## src/rtl/enytank_pkg.sv

```systemverilog
`default_nettype none
// ============================================================================
// Module      : enytank_pkg
// Description : Shared encodings for the enemy-tank controller: movement and
//               fire directions, controller states and spawn-corner selects.
// Revision    : 1.0 - initial release
// ============================================================================
package enytank_pkg;

    // Direction encoding shared by tank_dir_out and fire_dir (y decreasing = up)
    localparam logic [1:0] DIR_UP    = 2'b00;
    localparam logic [1:0] DIR_DOWN  = 2'b01;
    localparam logic [1:0] DIR_LEFT  = 2'b10;
    localparam logic [1:0] DIR_RIGHT = 2'b11;

    // Spawn-corner selects carried on tank_num
    localparam logic [1:0] CORNER_X0_Y0 = 2'd0;
    localparam logic [1:0] CORNER_XM_Y0 = 2'd1;
    localparam logic [1:0] CORNER_X0_YM = 2'd2;
    localparam logic [1:0] CORNER_XM_YM = 2'd3;

    // Controller life-cycle states
    typedef enum logic [1:0] {
        ST_DEAD  = 2'd0,
        ST_SPAWN = 2'd1,
        ST_ALIVE = 2'd2,
        ST_DYING = 2'd3
    } state_e;

endpackage : enytank_pkg
`default_nettype wire

```

## src/rtl/enytank_chase.sv

```systemverilog
`default_nettype none
// ============================================================================
// Module      : enytank_chase
// Description : Combinational chase step. Given enemy and player coordinates
//               it proposes the next enemy position one cell toward the
//               player (shorter axis first, y on a tie), the direction of
//               that step, and whether the two tanks share exactly one axis.
// Revision    : 1.0 - initial release
// ============================================================================
module enytank_chase #(
    parameter int XW    = 5,
    parameter int YW    = 5,
    parameter int X_MAX = 24,
    parameter int Y_MAX = 12
) (
    input  logic [XW-1:0] ex_i,
    input  logic [YW-1:0] ey_i,
    input  logic [XW-1:0] mx_i,
    input  logic [YW-1:0] my_i,
    output logic [XW-1:0] nx_o,
    output logic [YW-1:0] ny_o,
    output logic [1:0]    dir_o,
    output logic          same_o,
    output logic          aligned_o
);
    import enytank_pkg::*;

    localparam logic [XW-1:0] XMAX_C = XW'(X_MAX);
    localparam logic [YW-1:0] YMAX_C = YW'(Y_MAX);

    logic [XW-1:0] dx;
    logic [YW-1:0] dy;
    logic          step_x;

    // Distance, axis choice and bounded single-cell step toward the player
    always_comb begin
        dx        = (ex_i > mx_i) ? (ex_i - mx_i) : (mx_i - ex_i);
        dy        = (ey_i > my_i) ? (ey_i - my_i) : (my_i - ey_i);
        step_x    = (dx != '0) && ((dy == '0) || (dx < dy));
        same_o    = (dx == '0) && (dy == '0);
        aligned_o = (dx == '0) ^ (dy == '0);
        nx_o      = ex_i;
        ny_o      = ey_i;
        dir_o     = DIR_DOWN;
        if (!same_o) begin
            if (step_x) begin
                if (mx_i > ex_i) begin
                    dir_o = DIR_RIGHT;
                    if (ex_i < XMAX_C) nx_o = ex_i + 1'b1;
                end else begin
                    dir_o = DIR_LEFT;
                    if (ex_i != '0) nx_o = ex_i - 1'b1;
                end
            end else begin
                if (my_i > ey_i) begin
                    dir_o = DIR_DOWN;
                    if (ey_i < YMAX_C) ny_o = ey_i + 1'b1;
                end else begin
                    dir_o = DIR_UP;
                    if (ey_i != '0) ny_o = ey_i - 1'b1;
                end
            end
        end
    end

endmodule : enytank_chase
`default_nettype wire

```

## src/rtl/enytank_ctrl_v2.sv

```systemverilog
`default_nettype none
// ============================================================================
// Module      : enytank_ctrl_v2
// Description : Enemy-tank controller. Spawns at a selected corner, chases
//               the player on move_tick, requests bullet launches over a
//               req/ack handshake when lined up, and scores kills with a
//               post-spawn guard window and a timed kill indicator.
//               Optional macro ENYTANK_LASER_EN: the player's laser reward
//               kills the tank when it lies on the player's facing ray.
// Revision    : 1.0 - initial release
// ============================================================================
module enytank_ctrl_v2 #(
    parameter int XW          = 5,
    parameter int YW          = 5,
    parameter int X_MAX       = 24,
    parameter int Y_MAX       = 12,
    parameter int SCORE_W     = 7,
    parameter int KILL_HOLD   = 5000000,
    parameter int SPAWN_GUARD = 4
) (
    input  logic               clk,
    input  logic               rst_n,
    input  logic               enable,
    input  logic               move_tick,
    input  logic               tank_en,
    input  logic [1:0]         tank_num,
    input  logic [XW-1:0]      mytank_xpos,
    input  logic [YW-1:0]      mytank_ypos,
    input  logic [1:0]         mytank_dir,
    input  logic               mybul_valid,
    input  logic [XW-1:0]      mybul_x,
    input  logic [YW-1:0]      mybul_y,
    input  logic               reward_frozen,
    input  logic               reward_laser,
    input  logic               bul_busy,
    input  logic               fire_ack,
    output logic               fire_req,
    output logic [1:0]         fire_dir,
    output logic               tank_state,
    output logic [XW-1:0]      enytank_xpos,
    output logic [YW-1:0]      enytank_ypos,
    output logic [1:0]         tank_dir_out,
    output logic               kill,
    output logic [SCORE_W-1:0] score
);
    import enytank_pkg::*;

    localparam int HW = (KILL_HOLD > 1) ? $clog2(KILL_HOLD) : 1;
    localparam int GW = (SPAWN_GUARD > 0) ? $clog2(SPAWN_GUARD + 1) : 1;

    state_e               state_q, state_d;
    logic [XW-1:0]        x_q, x_d;
    logic [YW-1:0]        y_q, y_d;
    logic [1:0]           dir_q, dir_d;
    logic                 fire_req_q, fire_req_d;
    logic [1:0]           fire_dir_q, fire_dir_d;
    logic                 ack_blk_q, ack_blk_d;
    logic                 kill_q, kill_d;
    logic [SCORE_W-1:0]   score_q, score_d;
    logic [GW-1:0]        guard_q, guard_d;
    logic [HW-1:0]        hold_q, hold_d;

    logic [XW-1:0]        chase_x;
    logic [YW-1:0]        chase_y;
    logic [1:0]           chase_dir;
    logic                 same_pos;
    logic                 aligned;
    logic                 laser_hit;
    logic                 hit;

    enytank_chase #(
        .XW    (XW),
        .YW    (YW),
        .X_MAX (X_MAX),
        .Y_MAX (Y_MAX)
    ) u_chase (
        .ex_i      (x_q),
        .ey_i      (y_q),
        .mx_i      (mytank_xpos),
        .my_i      (mytank_ypos),
        .nx_o      (chase_x),
        .ny_o      (chase_y),
        .dir_o     (chase_dir),
        .same_o    (same_pos),
        .aligned_o (aligned)
    );

`ifdef ENYTANK_LASER_EN
    // Tank lies on the player's facing ray while the laser reward is active
    always_comb begin
        laser_hit = 1'b0;
        case (mytank_dir)
            DIR_UP:    laser_hit = (x_q == mytank_xpos) && (y_q < mytank_ypos);
            DIR_DOWN:  laser_hit = (x_q == mytank_xpos) && (y_q > mytank_ypos);
            DIR_LEFT:  laser_hit = (y_q == mytank_ypos) && (x_q < mytank_xpos);
            default:   laser_hit = (y_q == mytank_ypos) && (x_q > mytank_xpos);
        endcase
        laser_hit = laser_hit && reward_laser;
    end
`else
    assign laser_hit = 1'b0;
    logic unused_laser;
    assign unused_laser = ^{reward_laser, mytank_dir};
`endif

    assign hit = ((x_q == mytank_xpos) && (y_q == mytank_ypos))
               || (mybul_valid && (x_q == mybul_x) && (y_q == mybul_y))
               || laser_hit;

    // Next-state, movement, fire handshake and scoring decisions
    always_comb begin
        state_d    = state_q;
        x_d        = x_q;
        y_d        = y_q;
        dir_d      = dir_q;
        fire_req_d = fire_req_q;
        fire_dir_d = fire_dir_q;
        ack_blk_d  = 1'b0;
        kill_d     = kill_q;
        score_d    = score_q;
        guard_d    = guard_q;
        hold_d     = hold_q;
        if (!enable) begin
            // Soft clear: everything but position and heading returns to reset
            state_d    = ST_DEAD;
            fire_req_d = 1'b0;
            fire_dir_d = DIR_UP;
            kill_d     = 1'b0;
            score_d    = '0;
            guard_d    = '0;
            hold_d     = '0;
        end else begin
            case (state_q)
                ST_DEAD: begin
                    fire_req_d = 1'b0;
                    if (tank_en) state_d = ST_SPAWN;
                end
                ST_SPAWN: begin
                    x_d     = tank_num[0] ? XW'(X_MAX) : '0;
                    y_d     = tank_num[1] ? YW'(Y_MAX) : '0;
                    dir_d   = DIR_DOWN;
                    guard_d = GW'(SPAWN_GUARD);
                    state_d = ST_ALIVE;
                end
                ST_ALIVE: begin
                    if (hit) begin
                        // A hit pre-empts movement and abandons any pending launch
                        state_d    = ST_DYING;
                        fire_req_d = 1'b0;
                        if (guard_q == '0) begin
                            score_d = (score_q == {SCORE_W{1'b1}}) ? score_q : score_q + 1'b1;
                            kill_d  = 1'b1;
                            hold_d  = HW'(KILL_HOLD - 1);
                        end else begin
                            kill_d  = 1'b0;
                            hold_d  = '0;
                        end
                    end else begin
                        if (move_tick) begin
                            if (guard_q != '0) guard_d = guard_q - 1'b1;
                            if (!reward_frozen && !same_pos) begin
                                x_d   = chase_x;
                                y_d   = chase_y;
                                dir_d = chase_dir;
                            end
                        end
                        // Request held until acked; one idle cycle after every ack
                        if (fire_req_q) begin
                            if (fire_ack) begin
                                fire_req_d = 1'b0;
                                ack_blk_d  = 1'b1;
                            end
                        end else if (!ack_blk_q && aligned && !bul_busy) begin
                            fire_req_d = 1'b1;
                            fire_dir_d = chase_dir;
                        end
                    end
                end
                default: begin
                    // ST_DYING: run the kill-hold timer out, then return to DEAD
                    fire_req_d = 1'b0;
                    if (hold_q == '0) begin
                        kill_d  = 1'b0;
                        state_d = ST_DEAD;
                    end else begin
                        hold_d  = hold_q - 1'b1;
                    end
                end
            endcase
        end
    end

    // State register with synchronous active-low reset
    always_ff @(posedge clk) begin
        if (!rst_n) begin
            state_q    <= ST_DEAD;
            x_q        <= '0;
            y_q        <= '0;
            dir_q      <= DIR_DOWN;
            fire_req_q <= 1'b0;
            fire_dir_q <= DIR_UP;
            ack_blk_q  <= 1'b0;
            kill_q     <= 1'b0;
            score_q    <= '0;
            guard_q    <= '0;
            hold_q     <= '0;
        end else begin
            state_q    <= state_d;
            x_q        <= x_d;
            y_q        <= y_d;
            dir_q      <= dir_d;
            fire_req_q <= fire_req_d;
            fire_dir_q <= fire_dir_d;
            ack_blk_q  <= ack_blk_d;
            kill_q     <= kill_d;
            score_q    <= score_d;
            guard_q    <= guard_d;
            hold_q     <= hold_d;
        end
    end

    assign fire_req     = fire_req_q;
    assign fire_dir     = fire_dir_q;
    assign tank_state   = (state_q == ST_ALIVE);
    assign enytank_xpos = x_q;
    assign enytank_ypos = y_q;
    assign tank_dir_out = dir_q;
    assign kill         = kill_q;
    assign score        = score_q;

endmodule : enytank_ctrl_v2
`default_nettype wire

```

## config.mk

```make
export PLATFORM = sky130hd
export DESIGN_NAME = enytank_ctrl_v2
export DESIGN_NICKNAME = d
export VERILOG_FILES = /design/src/rtl/enytank_pkg.sv /design/src/rtl/enytank_chase.sv /design/src/rtl/enytank_ctrl_v2.sv
export SDC_FILE = /design/constraint.sdc
export NUM_CORES = 1
export LEC_CHECK = 0
export CORE_MARGIN = 2
export CORE_UTILIZATION = 25
export CTS_CLUSTER_DIAMETER = 30
export DETAILED_ROUTE_END_ITERATION = 6
export GPL_TIMING_DRIVEN = 0
export HOLD_SLACK_MARGIN = 0.15
export SETUP_SLACK_MARGIN = 0.5
export SKIP_CTS_REPAIR_TIMING = 1
export SYNTH_ARGS = -nofsm -noshare
export SYNTH_HDL_FRONTEND = slang
export SYNTH_SLANG_ARGS = --single-unit
export TNS_END_PERCENT = 100
```

## constraint.sdc

```tcl
create_clock -name clk -period 8.6 [get_ports clk]
set_clock_uncertainty 0.05 [all_clocks]
set_input_delay 0.86 -clock clk [delete_from_list [all_inputs] [get_ports clk]]
set_output_delay 0.86 -clock clk [all_outputs]
set_load 0.02 [all_outputs]
```

==> out/qor.yml, run 1 <==
run_status:
  status: "complete, no violations"
yosys:
  syn-instance-count: 513
  yosysSeqAreaShare_pct: 24.8
  async_reset_ff_share_pct: 0
  yosysWarnings: 0
  synth_seq_cells: 52
  synth-main-ff-cell: "dfxtp_1"
  syn_avg_cell_area_sq_um: 8.19
  synth_edf_count: 0
  syn-num-nets: 591
  yosysUniqueCellTypes: 81
  synth_area_sq_mm: 0.00420
flow_run:
  maxCapViolCount: 0
setup_path:
  cp-end-kind: "flip-flop"
  cp_cell_sequence: "clkdlybuf4s50_1 -> inv_1 -> ha_1 -> nor2b_1 -> o21ai_0 -> a2bb2oi_1 -> o311ai_1 -> a2111oi_4 -> and2_2 -> ha_1 -> nor3b_2 -> o21ai_0 -> nor2_1 -> nand3b_4 -> o221a_1"
  worst_path_max_delay_cell: "clkdlybuf4s50_1"
  cp-endpoint: "enytank_ypos[2]"
  cpLargestDelayFamily: "compound AO/OA/AOI/OAI gates"
  reg2reg_from: "enytank_xpos[0]"
  path_depth: 15
  slowest_delay_ns: 0.54
  arrival_ns: 4.91
  cp-start-kind: "input port"
  r2r_cells: 14
  crit_start: "mytank_xpos[1]"
  worstPathRequired_ns: 8.74
  path_max_fanout: 10
  critPathBufInv: 2
  rrSetupSlack_ns: 4.49
  path_class: "in2reg"
  worstReg2RegEnd: "enytank_ypos[2]"
global_route:
  globalRoute.totalOverflow: 0
  grt_pass1_vias: 3616
  antenna_found_initial: 0
  grt_pass1_wl_mm: 18.5
  grt_max_degree: 15
  track_usage_pct: 12.6
sta:
  grt_setup_unrepaired: "no"
  period_share_pct: 55.5
  whs_ns: 0.428
  min_period_ns: 4.77
  setup_ws_ns: 3.83
  setup_violations: 0
  finalSetupTns_ns: 0
  worst_slew_pin_slew_ns: 0.855
  drv_slew: 0
  finalHoldViolCount: 0
  max_freq_mhz: 209
  max_slew_margin_pct: 42.9
die:
  dieArea_sq_mm: 0.0179
  initial_utilization_pct: 25.4
  io_pins: 58
  rows: 47
  coreArea_sq_mm: 0.0165
  die-height_um: 134
  fp.dieW_um: 134
hold_path:
  hold_path.class: "reg2reg"
drt:
  drt-initial-drc-count: 207
  drt_wl_total_mm: 11.2
  drtAntennaViolNets: 0
  first_pass_iters: 4
  drcViolationCount: 0
  viasPerCell: 4.81
  post_drt_wl_per_cell_um: 14.1
  vias: 3811
place:
  post-place-ws_ns: 3.50
  dpl.hpwl_mm: 8.42
  post-place-cells: 786
  place_congestion: 0.810
  port_buffers: 53
clocking:
  clock_sinks: 52
  clkTransAtPathRegs_ns: 0.07
  cts_buffers: 5
  cts_tree: "built"
  htreeDepth: 2
  cts.path.max_buffers: 2
  root_buffer: "clkbuf_16"
  insertion_delay_ns: 0.29
power:
  cellLeakagePower_uw: 0.00198
  powerDensity_mw_per_mm2: 142
  ir_worst_vdd_mv: 0.0770
  finalPower_uw: 731
layout:
  fillers: 1762
  multi_input_area_sq_mm: 0.00288
  antennaDiodeCount: 0
  nets: 651
  fin_cells: 793
  register_area_sq_mm: 0.00104
  drive_above_1_share_pct: 6.81
  syn_to_final_growth_pct: 22.4
how the worst min path moves through the flow:
stage | startpoint | endpoint | cells after the start
after CTS | fire_req | ack_blk_q | 2
final | fire_req | ack_blk_q | 2
after floorplan | hold_q[1] | hold_q[1] | 2
after global placement | hold_q[1] | hold_q[1] | 2
after detailed placement | fire_req | ack_blk_q | 2
after global routing | hold_q[1] | hold_q[1] | 2
worst min-delay path: cells and delay by family (launching register included):
| kind | cells | cell delay, ns |
|---|---|---|
| DFF | 1 | 0.34 |
| and+or+nand+nor | 2 | 0.10 |
metrics by stage:
step                cell area, sq um  util [%]
floorplan                       4200         -
global placement                5010      30.3
finish                          5140      31.1
CTS                             5140      31.1
detailed placement              5010      30.3
global route                    5140      31.1
cells by family after synthesis:
family / share of synthesized area [%]
adder cells (fa/ha/maj): 14.2
buffers and inverters: 6.67
AND/OR/NAND/NOR: 22.2
XOR/XNOR: 6.46
flip-flops: 24.8
multiplexers: 1.82
AO/OA/AOI/OAI: 23.9
cells in the final DEF, fill, tap and decap left out, types with 10 or more instances in the layout:
master and instances:
a21o_1 10, a21oi_1 36, clkbuf_1 10, clkdlybuf4s50_1 53, dfxtp_1 52, ha_1 38
inv_1 45, nand2_1 25, nor2_1 57, nor3_1 13, o21ai_0 25, or3_1 10
xnor2_1 27
cell usage after synthesis, drive strengths merged (3+ instances only):
master   n  area (sq um)
nand2b   9          56.3
a22oi    8          60.1
xnor2   27           236
o31ai    5          42.5
nand3    9          45.0
o41ai    3          26.3
mux2i    5          50.1
buf      9          77.6
fa       6           120
a21o    13           101
xor2     4          35.0
and3     5          31.3
or2      5          31.3
o211ai   5          42.5
o21ai   25           125
a21oi   37           189
a31oi    3          18.8
and2     6          41.3
nand4    6          37.5
nand2   25          93.8
a211oi   8          60.1
o32ai    3          33.8
nor2    58           220
or4      3          23.8
clkbuf   9          33.8
and4     4          37.5
nor3    14          81.3
inv     45           169
dfxtp   52          1040
ha      38           475
or3     10          62.6
nor4     7          43.8
o221a    3          33.8
a211o    3          26.3
per-layer routing:
| metal | routed length, um | vias up | global-route usage (%) |
|---|---|---|---|
| li1 | - | 1964 | - |
| met1 | 5610 | 1754 | 17.6 |
| met2 | 4960 | 83 | 20.6 |
| met3 | 473 | 10 | 1.90 |
| met4 | 111 | 0 | 2.72 |
| met5 | 0 | - | 0 |
final cells by class:
type | count | share of cell area, %
inverters | 45 | 3.29
well taps | 220 | 5.35
plain buffers | 18 | 2.17
flip-flops and latches | 52 | 20.2
clock buffers | 6 | 2.51
multi-input cells | 398 | 56.0
clock inverters | 1 | 0.0973
repair buffers | 53 | 10.3
flip-flops by register name, indices dropped and copies added, names as in the netlist, 2 cells and up:
register	cells
enytank_ypos	5
score	7
fire_dir	2
state_q	2
tank_dir_out	2
enytank_xpos	5
hold_q	23
guard_q	3
power by group:
group          leakage (uW)  switching, uW  internal [uW]
clock network     0.0000667           88.7            106
registers          0.000419           9.53            249
logic               0.00149            155            122
Note: power is estimated with default switching activity, not from simulation.
==> run 2: changes to the inputs <==
==> constraint.sdc (replaced) <==
create_clock -name clk -period 4.96 [get_ports clk]
set_clock_uncertainty 0.05 [all_clocks]
set_input_delay 0.496 -clock clk [delete_from_list [all_inputs] [get_ports clk]]
set_output_delay 0.496 -clock clk [all_outputs]
set_load 0.02 [all_outputs]
==> out/qor.yml, run 2 (synthesis results as in run 1) <==
run_status:
  status: "complete, no violations"
drt:
  drt-initial-drc-count: 187  # -9.7%
  drtAntennaViolNets: 0  # unchanged
  drt_wl_total_mm: 11.2  # about the same
  drcViolationCount: 0  # unchanged
  first_pass_iters: 4  # unchanged
  post_drt_wl_per_cell_um: 14.1  # about the same
  vias: 3803  # -0.21%
  viasPerCell: 4.80  # -0.21%
sta:
  period_share_pct: 84.8
  grt_setup_unrepaired: "no"
  max_freq_mhz: 238
  finalSetupTns_ns: 0  # unchanged
  drv_slew: 0  # unchanged
  setup_violations: 0  # unchanged
  setup_ws_ns: 0.754  # -3.07 ns
  max_slew_margin_pct: 43.0  # +0.081 points
  min_period_ns: 4.21
  finalHoldViolCount: 0  # unchanged
  worst_slew_pin_slew_ns: 0.853  # -0.00121 ns
layout:
  final_cell_mix: "57 x nor2_1, 53 x clkdlybuf4s50_1, 52 x dfxtp_1"
  nets: 651  # unchanged
  antennaDiodeCount: 0  # unchanged
  syn_to_final_growth_pct: 22.7
  top_register: "hold_q"
  largest_reg_flops: 23  # unchanged
  final_common_cell: "nor2_1"
  drive_above_1_share_pct: 6.98  # +0.17 points
setup_path:
  path_max_fanout: 10  # unchanged
  path_class: "in2reg"
  cp-end-kind: "flip-flop"
  cp-start-kind: "input port"
  rrSetupSlack_ns: 1.04  # -3.45 ns
  cp_cell_sequence: "clkdlybuf4s50_1 -> inv_1 -> ha_1 -> and4_4 -> and2_4 -> buf_6 -> a211o_1 -> mux2i_1 -> a2111oi_4 -> and2_2 -> ha_1 -> nor3b_4 -> o21ai_0 -> nor2_1 -> nand3b_4 -> o221a_1"
  reg2reg_from: "enytank_xpos[0]"
  r2r_cells: 14  # unchanged
  worstReg2RegEnd: "enytank_ypos[2]"
  slowest_delay_ns: 0.52  # -0.02 ns
  worst_path_max_delay_cell: "clkdlybuf4s50_1"
  worstPathRequired_ns: 5.10  # -3.64 ns
  arrival_ns: 4.34  # -0.57 ns
  cp_common_cell: "ha_1"
global_route:
  grt_max_degree: 15  # unchanged
  track_usage_pct: 12.6  # unchanged
  globalRoute.totalOverflow: 0  # unchanged
  grt_pass1_wl_mm: 18.5  # unchanged
  grt_pass1_vias: 3616  # unchanged
  antenna_found_initial: 0  # unchanged
place:
  post-place-ws_ns: 0.229  # -3.28 ns
  place_congestion: 0.810  # unchanged
  dpl.hpwl_mm: 8.42  # unchanged
  port_buffers: 53  # unchanged
die:
  die-height_um: 134  # unchanged
  dieArea_sq_mm: 0.0179  # unchanged
  initial_utilization_pct: 25.4  # unchanged
  io_pins: 58  # unchanged
  fp.dieW_um: 134  # unchanged
  rows: 47  # unchanged
  coreArea_sq_mm: 0.0165  # unchanged
clocking:
  cts.path.max_buffers: 2  # unchanged
  clkTransAtPathRegs_ns: 0.07  # about the same
  htreeDepth: 2  # unchanged
  cts_buffers: 5  # unchanged
  cts_tree: "built"
  clock_sinks: 52  # unchanged
  insertion_delay_ns: 0.29  # about the same
  root_buffer: "clkbuf_16"
power:
  cellLeakagePower_uw: 0.00198  # +0.10%
  ir_worst_vdd_mv: 0.134  # +74%
  powerDensity_mw_per_mm2: 246  # +73%
hold_path:
  holdPathEnd: "ack_blk_q"
  hold_path.class: "reg2reg"
  whs_path_depth: 2  # unchanged
  min_from: "fire_req"
flow_run:
  maxCapViolCount: 0  # unchanged
-- run 2: cell counts in the layout (fill, tap and decap cells not counted) --
Identical to the previous run, type by type.
-- run 2: worst max path at each step --
stage | from | to | slack, ns | cells past startpoint
4_1_cts | mytank_xpos[0] | enytank_ypos[3] | 0.55 | 16
6_report | mytank_xpos[0] | enytank_ypos[2] | 0.75 | 16
2_1_floorplan | enytank_xpos[2] | enytank_ypos[2] | 1.21 | 15
5_1_grt | mytank_xpos[1] | enytank_ypos[2] | 0.54 | 15
3_5_place_dp | mytank_xpos[0] | enytank_ypos[3] | 0.23 | 16
3_3_place_gp | mytank_xpos[0] | enytank_ypos[3] | 0.20 | 16
-- run 2: per-layer routing --
layer  vias to the layer above  GRT usage (%)  part of all wire (%)
met2                        89           20.6                    45
met3                        10           1.90                   4.1
met5                         -              0                     0
met1                      1742           17.6                    50
li1                       1962              -                     -
met4                         0           2.72                   1.0
-- run 2: layout make-up --
cell class	instances	area [sq um]
Clock inverter	1	5.00
Multi-Input combinational cell	398	2890
Buffer	18	111
Fill cell	1763	11400
Tap cell	220	275
Sequential cell	52	1040
Timing Repair Buffer	53	531
Clock buffer	6	129
Inverter	45	169
-- run 2: power by group --
group	switching, uW	internal (uW)	leakage, uW
registers	16.6	432	0.000419
clock network	154	184	0.0000667
logic	270	213	0.00150
total	440	828	0.00198
-- run 2: through the flow --
| step | total power (uW) | cells | utilization, % | area [sq um] | hold WS, ns |
|---|---|---|---|---|---|
| 2_1_floorplan | 815 | 513 | - | 4200 | 0.399 |
| 3_3_place_gp | 932 | 786 | 30.3 | 5010 | 0.417 |
| 3_5_place_dp | 935 | 786 | 30.3 | 5010 | 0.422 |
| 4_1_cts | 1280 | 793 | 31.1 | 5140 | 0.435 |
| 5_1_grt | 1350 | 793 | 31.2 | 5150 | 0.458 |
| 6_report | 1270 | 793 | 31.2 | 5150 | 0.428 |
-- run 2: worst max-delay path: cells and delay by family --
| kind | cells | cell delay [ns] |
|---|---|---|
| fa+ha+maj | 2 | 0.65 |
| simple gates | 6 | 1.40 |
| buf+inv | 3 | 0.70 |
| mux | 1 | 0.31 |
| compound gates | 4 | 0.78 |
==> run 3: changes to the inputs <==
==> constraint.sdc (replaced) <==
create_clock -name clk -period 3.6 [get_ports clk]
set_clock_uncertainty 0.05 [all_clocks]
set_input_delay 0.36 -clock clk [delete_from_list [all_inputs] [get_ports clk]]
set_output_delay 0.36 -clock clk [all_outputs]
set_load 0.02 [all_outputs]
==> out/qor.yml, run 3 (synthesis results as in run 1) <==
clocking:
  clkTransAtPathRegs_ns: 0.07  # about the same
  cts_buffers: 5  # unchanged
  cts.path.max_buffers: 2  # unchanged
  cts_tree: "built"
  htreeDepth: 2  # unchanged
  root_buffer: "clkbuf_16"
  clock_sinks: 52  # unchanged
  insertion_delay_ns: 0.29  # about the same
drt:
  drt-initial-drc-count: 231  # +24%
  post_drt_wl_per_cell_um: 14.1  # +0.48%
  drt_wl_total_mm: 11.7  # +4.8%
  viasPerCell: 4.80  # about the same
  vias: 3970  # +4.4%
  first_pass_iters: 4  # unchanged
  drtAntennaViolNets: 0  # unchanged
  drcViolationCount: 0  # unchanged
die:
  fp.dieW_um: 134  # unchanged
  dieArea_sq_mm: 0.0179  # unchanged
  io_pins: 58  # unchanged
  coreArea_sq_mm: 0.0165  # unchanged
  die-height_um: 134  # unchanged
  initial_utilization_pct: 25.4  # unchanged
  rows: 47  # unchanged
layout:
  syn_to_final_growth_pct: 40.1
  nets: 684  # +5.1%
  top_register: "hold_q"
  final_cell_mix: "55 x nor2_1, 43 x clkdlybuf4s50_1, 42 x dfxtp_1"
  fin_cells: 827  # +4.3%
  antennaDiodeCount: 0  # unchanged
  largest_reg_flops: 23  # unchanged
  drive_above_1_share_pct: 21.3  # +14 points
  fillers: 1714  # -2.8%
  final_common_cell: "nor2_1"
setup_path:
  cp-end-kind: "flip-flop"
  path_class: "reg2reg"
  arrival_ns: 3.53  # -0.81 ns
  worstPathRequired_ns: 3.73  # -1.37 ns
  cp-start-kind: "flip-flop"
  path_max_fanout: 7  # -3
sta:
  grt_setup_unrepaired: "yes"
  max_slew_margin_pct: 43.3  # +0.30 points
  period_share_pct: 94.6
  finalSetupTns_ns: 0  # unchanged
  max_freq_mhz: 294
  finalHoldViolCount: 0  # unchanged
  drv_slew: 0  # unchanged
  worst_slew_pin_slew_ns: 0.849  # -0.00451 ns
  min_period_ns: 3.41
  setup_violations: 0  # unchanged
global_route:
  grt_pass1_vias: 3677  # +1.7%
  grt_pass1_wl_mm: 18.3  # -0.79%
  track_usage_pct: 12.3  # -0.28 points
  antenna_found_initial: 0  # unchanged
  globalRoute.totalOverflow: 0  # unchanged
  grt_max_degree: 17  # +2
place:
  port_buffers: 53  # unchanged
  place_congestion: 0.833  # +2.9%
  dpl.hpwl_mm: 8.41  # -0.16%
  post-place-cells: 786  # unchanged
hold_path:
  hold_path.class: "in2reg"
power:
  powerDensity_mw_per_mm2: 337  # +37%
  cellLeakagePower_uw: 0.00231  # +16%
  finalPower_uw: 1990  # +56%
  ir_worst_vdd_mv: 0.215  # +61%
run_status:
  status: "complete, no violations"
flow_run:
  maxCapViolCount: 0  # unchanged
-- run 3: changes by cell type in the layout (fill, tap and decap cells not counted), moves of 5 or more --
cell / change
dfxtp_4: +6
a21oi_1: -5
buf_6: +6
dlymetal6s2s_1: +10
buf_4: +29
ha_1: -8
clkdlybuf4s50_1: -10
dfxtp_1: -10
ha_4: +7
-- run 3: critical path, cell delays in order (launching register included) --
cell and delay, ns:
dfxtp_4 0.38, ha_4 0.27, buf_6 0.11, and3b_2 0.22, o21ai_2 0.09, a211o_4 0.35, mux2_4 0.34, ha_4 0.26
a21o_1 0.11, a21oi_2 0.05, o21a_1 0.21, a41oi_4 0.31, a21oi_4 0.10, nand3b_4 0.20, o221a_1 0.24
-- run 3: worst paths after layout --
path,to,cells after the start,slack [ns],start
worst min register to register,hold_q[1],2,0.43,hold_q[1]
worst max register to register,enytank_ypos[2],14,0.19,enytank_xpos[2]
worst max-delay path,enytank_ypos[2],14,0.19,enytank_xpos[2]
worst min-delay path,enytank_xpos[0],3,0.30,rst_n
-- run 3: power breakdown --
| group | internal, uW | switching, uW | leakage, uW |
|---|---|---|---|
| combinational | 392 | 430 | 0.00180 |
| clock | 327 | 224 | 0.0000798 |
| sequential | 592 | 21.1 | 0.000426 |
-- run 3: cell type report --
cell class / instances / area [sq um] / area share [%]
buffer: 18 / 133 / 2.25
sequential: 52 / 1070 / 18.2
tap: 220 / 275 / 4.68
clock inverter: 3 / 42.5 / 0.723
multi-input combinational: 398 / 3240 / 55.1
clock buffer: 5 / 125 / 2.13
timing repair buffer: 86 / 827 / 14.1
inverter: 45 / 171 / 2.91
-- run 3: metal layers --
metal / up-vias / global-route usage [%] / share of wire, %
li1: 2040 / - / -
met1: 1858 / 17.5 / 49
met2: 65 / 19.9 / 46
met3: 7 / 2.09 / 4.4
met4: 0 / 2.01 / 0.79
met5: - / 0 / 0
-- run 3: per-stage QoR --
| step | hold slack, ns | instance area (sq um) | setup slack [ns] | util (%) |
|---|---|---|---|---|
| after global placement | 0.416 | 5140 | -0.701 | 31.1 |
| after CTS | 0.299 | 5310 | -0.415 | 32.1 |
| final | 0.298 | 5890 | 0.194 | 35.6 |
| after detailed placement | 0.423 | 5140 | -0.715 | 31.1 |
| after global routing | 0.311 | 5890 | 0.0989 | 35.6 |
| after floorplan | 0.399 | 4330 | 0.249 | - |
